`config.mk`:
```
export PLATFORM = sky130hd
export DESIGN_NAME = fetch_sequencer_flat
export DESIGN_NICKNAME = d
export VERILOG_FILES = /design/src/rtl/fetch_sequencer_if.sv /design/src/rtl/fetch_sequencer.sv /design/src/flat_wrapper.sv
export SDC_FILE = /design/constraint.sdc
export NUM_CORES = 1
export LEC_CHECK = 0
export CAP_MARGIN = 25
export CORE_MARGIN = 2
export CORE_UTILIZATION = 48
export CTS_BUF_LIST = sky130_fd_sc_hd__clkbuf_8
export DETAILED_ROUTE_END_ITERATION = 10
export PLACE_DENSITY = 0.84
export SLEW_MARGIN = 30
export SYNTH_ARGS = -nofsm -noshare
export SYNTH_HDL_FRONTEND = slang
export SYNTH_SLANG_ARGS = --single-unit
```
`constraint.sdc`:
```
create_clock -name clk -period 3 [get_ports clk]
set_clock_uncertainty 0.05 [all_clocks]
set_input_delay 0.9 -clock clk [delete_from_list [all_inputs] [get_ports clk]]
set_output_delay 0.9 -clock clk [all_outputs]
set_load 0.01 [all_outputs]
```
`src/rtl/fetch_sequencer_if.sv`:
```
// Bundle of every fetch_sequencer signal except clock and reset.
// Latency: none, wiring only.
// Backpressure: carried by mem_rdy (memory side) and instr_ack (decoder side).
`ifndef DATA_WIDTH
`define DATA_WIDTH 8
`endif

interface fetch_sequencer_if #(
   parameter int DATA_WIDTH = `DATA_WIDTH
);
   localparam int ADDR_WIDTH = 2 * DATA_WIDTH;

   // memory read side
   logic                  halt;
   logic [DATA_WIDTH-1:0] mem_data;
   logic                  mem_rdy;
   logic                  mem_rd;

   // program-counter control
   logic                  pc_cs;
   logic                  pc_oe_a;
   logic                  pc_cnt_en;
   logic                  pc_we_l;
   logic                  pc_we_h;

   // shared data bus used to reload the PC
   logic [DATA_WIDTH-1:0] bus_out;
   logic                  bus_oe;

   // decoder handshake
   logic [DATA_WIDTH-1:0] ir;
   logic [ADDR_WIDTH-1:0] operand;
   logic                  instr_valid;
   logic                  instr_ack;
   logic                  jump_req;
   logic [ADDR_WIDTH-1:0] jump_addr;

   // sequencer side
   modport master (
      input  halt, mem_data, mem_rdy, instr_ack, jump_req, jump_addr,
      output mem_rd, pc_cs, pc_oe_a, pc_cnt_en, pc_we_l, pc_we_h,
             bus_out, bus_oe, ir, operand, instr_valid
   );

   // memory / PC / decoder side
   modport slave (
      output halt, mem_data, mem_rdy, instr_ack, jump_req, jump_addr,
      input  mem_rd, pc_cs, pc_oe_a, pc_cnt_en, pc_we_l, pc_we_h,
             bus_out, bus_oe, ir, operand, instr_valid
   );
endinterface

```
`src/rtl/fetch_sequencer.sv`:
```
// Instruction fetch: reads opcode + 0..2 operand bytes at the PC, hands them to the decoder, reloads PC on jumps.
// Latency: one cycle per byte once mem_rdy is high; instr_valid rises the cycle after the last byte capture.
// Backpressure: read states stall while mem_rdy=0; HOLD stalls until instr_ack; halt blocks new opcode fetches.
`ifndef DATA_WIDTH
`define DATA_WIDTH 8
`endif

module fetch_sequencer #(
   parameter int DATA_WIDTH = `DATA_WIDTH
) (
   input  logic              clk,
   input  logic              reset,
   fetch_sequencer_if.master fs
);
   localparam int ADDR_WIDTH = 2 * DATA_WIDTH;

   localparam logic [2:0] FETCH_OP = 3'd0;
   localparam logic [2:0] FETCH_LO = 3'd1;
   localparam logic [2:0] FETCH_HI = 3'd2;
   localparam logic [2:0] HOLD     = 3'd3;
   localparam logic [2:0] JUMP_L   = 3'd4;
   localparam logic [2:0] JUMP_H   = 3'd5;

   logic [2:0]            state;
   logic [2:0]            state_nxt;
   logic [DATA_WIDTH-1:0] ir_q;
   logic [ADDR_WIDTH-1:0] operand_q;
   logic [ADDR_WIDTH-1:0] target_q;
   logic                  valid_q;

   logic                  rd_active;
   logic                  byte_take;
   logic                  load_l;
   logic                  load_h;

   // Strobe decode; everything is forced low while reset is held so the PC
   // and bus see a quiet controller for the whole reset window.
   always_comb begin
      rd_active = 1'b0;
      case (state)
         FETCH_OP: rd_active = !fs.halt;
         FETCH_LO: rd_active = 1'b1;
         FETCH_HI: rd_active = 1'b1;
         default:  rd_active = 1'b0;
      endcase
      rd_active = rd_active && !reset;
      byte_take = rd_active && fs.mem_rdy;
      load_l    = (state == JUMP_L) && !reset;
      load_h    = (state == JUMP_H) && !reset;
   end

   assign fs.mem_rd      = rd_active;
   assign fs.pc_oe_a     = rd_active;
   assign fs.pc_cnt_en   = byte_take;
   assign fs.pc_we_l     = load_l;
   assign fs.pc_we_h     = load_h;
   assign fs.pc_cs       = rd_active | load_l | load_h;
   assign fs.bus_oe      = load_l | load_h;
   assign fs.bus_out     = load_l ? target_q[DATA_WIDTH-1:0] :
                           load_h ? target_q[ADDR_WIDTH-1:DATA_WIDTH] : '0;
   assign fs.ir          = ir_q;
   assign fs.operand     = operand_q;
   assign fs.instr_valid = valid_q;

   // Next-state: operand count comes from the opcode byte on the bus in
   // FETCH_OP (it is not registered yet) and from ir_q afterwards.
   always_comb begin
      state_nxt = state;
      case (state)
         FETCH_OP: if (byte_take)
                      state_nxt = (fs.mem_data[DATA_WIDTH-1:DATA_WIDTH-2] == 2'b00) ? HOLD : FETCH_LO;
         FETCH_LO: if (byte_take)
                      state_nxt = (ir_q[DATA_WIDTH-1:DATA_WIDTH-2] == 2'b01) ? HOLD : FETCH_HI;
         FETCH_HI: if (byte_take)
                      state_nxt = HOLD;
         HOLD:     if (fs.instr_ack)
                      state_nxt = fs.jump_req ? JUMP_L : FETCH_OP;
         JUMP_L:   state_nxt = JUMP_H;
         JUMP_H:   state_nxt = FETCH_OP;
         default:  state_nxt = FETCH_OP;
      endcase
   end

   // State register and registered valid, which is high exactly while in HOLD.
   always_ff @(posedge clk) begin
      if (reset) begin
         state   <= FETCH_OP;
         valid_q <= 1'b0;
      end else begin
         state   <= state_nxt;
         valid_q <= (state_nxt == HOLD);
      end
   end

   // Byte capture and jump-target latch; reset drops any partial instruction.
   always_ff @(posedge clk) begin
      if (reset) begin
         ir_q      <= '0;
         operand_q <= '0;
         target_q  <= '0;
      end else begin
         if (byte_take) begin
            case (state)
               FETCH_OP: begin
                  ir_q      <= fs.mem_data;
                  operand_q <= '0;
               end
               FETCH_LO: operand_q[DATA_WIDTH-1:0]          <= fs.mem_data;
               FETCH_HI: operand_q[ADDR_WIDTH-1:DATA_WIDTH] <= fs.mem_data;
               default:  ;
            endcase
         end
         if ((state == HOLD) && fs.instr_ack && fs.jump_req)
            target_q <= fs.jump_addr;
      end
   end
endmodule

```
`src/flat_wrapper.sv`:
```
// flat-port wrapper written by rule: the top's interface ports become plain ports
module fetch_sequencer_flat 
#(
   parameter int DATA_WIDTH = `DATA_WIDTH
)
  (clk, reset, fs_halt, fs_mem_data, fs_mem_rdy, fs_instr_ack, fs_jump_req, fs_jump_addr, fs_mem_rd, fs_pc_cs, fs_pc_oe_a, fs_pc_cnt_en, fs_pc_we_l, fs_pc_we_h, fs_bus_out, fs_bus_oe, fs_ir, fs_operand, fs_instr_valid);
  fetch_sequencer_if #(.DATA_WIDTH(DATA_WIDTH)) fs_i ();
  input  logic clk;
  input  logic reset;
  input wire logic [$bits(fs_i.halt)-1:0] fs_halt;
  input wire logic [$bits(fs_i.mem_data)-1:0] fs_mem_data;
  input wire logic [$bits(fs_i.mem_rdy)-1:0] fs_mem_rdy;
  input wire logic [$bits(fs_i.instr_ack)-1:0] fs_instr_ack;
  input wire logic [$bits(fs_i.jump_req)-1:0] fs_jump_req;
  input wire logic [$bits(fs_i.jump_addr)-1:0] fs_jump_addr;
  output wire logic [$bits(fs_i.mem_rd)-1:0] fs_mem_rd;
  output wire logic [$bits(fs_i.pc_cs)-1:0] fs_pc_cs;
  output wire logic [$bits(fs_i.pc_oe_a)-1:0] fs_pc_oe_a;
  output wire logic [$bits(fs_i.pc_cnt_en)-1:0] fs_pc_cnt_en;
  output wire logic [$bits(fs_i.pc_we_l)-1:0] fs_pc_we_l;
  output wire logic [$bits(fs_i.pc_we_h)-1:0] fs_pc_we_h;
  output wire logic [$bits(fs_i.bus_out)-1:0] fs_bus_out;
  output wire logic [$bits(fs_i.bus_oe)-1:0] fs_bus_oe;
  output wire logic [$bits(fs_i.ir)-1:0] fs_ir;
  output wire logic [$bits(fs_i.operand)-1:0] fs_operand;
  output wire logic [$bits(fs_i.instr_valid)-1:0] fs_instr_valid;
  assign fs_i.halt = fs_halt;
  assign fs_i.mem_data = fs_mem_data;
  assign fs_i.mem_rdy = fs_mem_rdy;
  assign fs_i.instr_ack = fs_instr_ack;
  assign fs_i.jump_req = fs_jump_req;
  assign fs_i.jump_addr = fs_jump_addr;
  assign fs_mem_rd = fs_i.mem_rd;
  assign fs_pc_cs = fs_i.pc_cs;
  assign fs_pc_oe_a = fs_i.pc_oe_a;
  assign fs_pc_cnt_en = fs_i.pc_cnt_en;
  assign fs_pc_we_l = fs_i.pc_we_l;
  assign fs_pc_we_h = fs_i.pc_we_h;
  assign fs_bus_out = fs_i.bus_out;
  assign fs_bus_oe = fs_i.bus_oe;
  assign fs_ir = fs_i.ir;
  assign fs_operand = fs_i.operand;
  assign fs_instr_valid = fs_i.instr_valid;
  fetch_sequencer #(.DATA_WIDTH(DATA_WIDTH)) u_core (.clk(clk), .reset(reset), .fs(fs_i));
endmodule
```
==> metrics.md <==
| Metric | Value |
|---|---|
| Outcome | finished clean |
| Reg2Reg Depth | 4 |
| Met2 usage | 38.1% |
| Synth unique cells | 39 |
| Post-synth EDFFs | 0 |
| Most frequent cells after synthesis | dfxtp_1 (44), a21oi_1 (33), nand3_1 (25), o21ai_0 (25), nor2_1 (14) |
| RR Startpoint | u_core.state[0] |
| Total wire length | 5660 um |
| Crit path capture type | output pin |
| Clk_lat worst skew | 290 ps |
| Crit path kind | input pin to output pin |
| Minimum clock period | 2970 ps |
| First-pass GRT wire length | 9260 um |
| Setup violators final | 0 |
| Finished Layout Cells | 354 |
| Arr. time, crit path | 2020 ps |
| Root Driver | clkbuf_8 |
| Deepest clock path buffer count | 2 |
| Warnings, synthesis | 0 |
| R2R Path End | u_core.target_q[9] |
| Pwr Density | 405 nW/um2 |
| Starting Density | 50.2% |
| Die Span Y | 69.2 um |
| Clock transition at path regs | 80 ps |
| Hold path depth | 2 |
| Largest net degree at the start of global routing | 32 |
| Routed vias/inst | 5.72 |
| Initial antenna violation count | 0 |
| Rel. slew slack | 46.1% |
| H-tree levels | 2 |
| Number of top-level pins | 70 |
| Top cell type's share of synthesized area | 43.2% |
| Routed length per instance | 16.0 um |
| Final Cycle Share | 98.9% |
| Async set-reset flop share out of synthesis | 0% |
| Worst hold path type | flop to flop |
| Final hold vios | 0 |
| R2R Setup Slk | 1000 ps |
| Max Transition Viols Final | 0 |
| Max Clock Freq | 337 MHz |
| Die W | 69.2 um |
| Final HPWL DP | 3950 um |
| CTS buffer count | 5 |
| Synth Flop Type | dfxtp_1 |
| Inst Count DP | 345 |
| CP Max Fanout | 10 |
| Crit path required time | 2050 ps |
| Net count after synthesis | 261 |
| Synth area leader | dfxtp_1 |
| Maxcap violations | 0 |
| CP startpoint kind | input pin |
| CTS sink count | 44 |
| Cell count after synthesis | 231 |
| GR Overflow Total | 0 |
| Gr usage total | 23.8% |
| Final Cell Area | 2860 um2 |
| TritonRoute pass-1 iters | 4 |
| Avg Synthesized Cell Area | 8.82 um2 |
| Remaining antenna violation count | 0 |
| Placed cell areas | 2780 um2 |
| Gr busiest metal | met2 |
| Met1 usage | 31.1% |
| Final net count | 333 |
| Met3 Resource Use GR | 6.29% |
| CTS Hold Bufs | 0 |
| # DRC | 0 |
| Most common cell in the netlist | dfxtp_1 |
| ANT cells | 0 |
| Vias in the first global route | 1912 |
| Core area | 4060 um2 |
| Yosys reg bits | 44 |
| Synth top area cells | dfxtp_1 (43%), a21oi_1 (8.1%), nand3_1 (6.1%) |
| Synth Cell Area | 2040 um2 |
| Share of cells above drive strength 1 | 16.4% |
| Worst hold endpoint | u_core.fs.operand[10] |
| Rows | 23 |
| RSZ-0062 raised after global routing | true |
| Tot Pwr | 1.16 mW |
| Max IR drop VDD | 0.342 mV |
| Via count | 2024 |
| Worst-Margin Slew | 806 ps |
| PortBufs | 69 |
| Seq/Total Area, Yosys | 43.2% |
| Initial DRC count | 226 |
| Leakage | 1.02 nW |
| Hold path start | u_core.fs.operand[10] |
| GP Congestion | 0.823 |
| CTS tree | yes |
| Die area | 4780 um2 |
| Layout Area Growth over Synthesis | 40.2% |
## power by group
part	leakage (nW)	total (mW)	switching (mW)	internal (mW)
clock network	0.0538	0.370	0.189	0.181
registers	0.356	0.602	0.00767	0.595
logic	0.607	0.186	0.0942	0.0917
## cell usage in the layout (no fill, tap or decap), drive strengths merged, types with 2 or more instances in the layout
cell type,instances
buf,21
clkbuf,14
a21oi,33
dlygate4sd2,4
mux2i,8
a22o,8
nor3,2
nand4,8
clkdlybuf4s15,3
nor3b,2
o311ai,2
nor2b,3
a211oi,2
inv,7
o31ai,9
dfxtp,44
or2,3
clkdlybuf4s50,52
nand2b,2
o21ai,25
nor2,14
or3,2
nand3,25
## kinds of logic after synthesis
family                 Yosys count  synth area share [%]
AOI/OAI and AO/OA               84                  25.7
buffers and inverters           28                  7.98
DFF                             44                  43.2
muxes                            8                  3.93
and+or+nand+nor                 67                  19.2
## sequential cells by signal, indices dropped and copies added, names as in the netlist
signal	cells
u_core.fs.ir	8
u_core.fs.instr_valid	1
u_core.fs.operand	16
u_core.state	3
u_core.target_q	16
## worst max-delay path: stages
cell and delay [ps]:
dlygate4sd2_1 270, or3_4 370, buf_6 150, nor2_1 100, clkdlybuf4s15_2 230
## per-layer routing
layer | vias to the layer above | wire [um]
li1 | 992 | -
met1 | 953 | 2500
met2 | 69 | 2690
met3 | 10 | 370
met4 | 0 | 100
met5 | - | 0
## how the worst max path moves through the flow
stage	startpoint	to	slack [ps]	depth (start not counted)
after floorplan	reset	fs_pc_cnt_en	210	2
after global placement	reset	fs_pc_cnt_en	-530	4
after detailed placement	reset	fs_pc_cnt_en	-610	4
after CTS	reset	fs_bus_out[3]	3	5
after global routing	fs_mem_rdy	fs_pc_cnt_en	-5	4
final	reset	fs_bus_out[6]	30	5
## area by class of cell
class                   count  area, um2
clock buffers               6       82.6
fillers                   322       1200
repair buffers             88        790
flip-flops and latches     44        881
clock inverters             2       7.51
multi-input cells         159       1020
well taps                  50       62.6
inverters                   5       18.8
## through the flow
stage | util, % | setup TNS, ps | hold WS [ps] | worst slack, ps
final | 70.4 | 0 | 424 | 34.4
after global routing | 70.4 | -4.68 | 444 | -4.68
after CTS | 71.3 | 0 | 425 | 2.73
after detailed placement | 68.6 | -7470 | 410 | -614
after global placement | 68.6 | -7200 | 405 | -527
after floorplan | - | 0 | 403 | 209
## what timing repair did
action | CTS | global route
buffers inserted | 1 | 0
gates resized for setup | 42 | 11
setup endpoints to repair | 15 | 10
No activity file was read; power rests on OpenSTA's default activity.
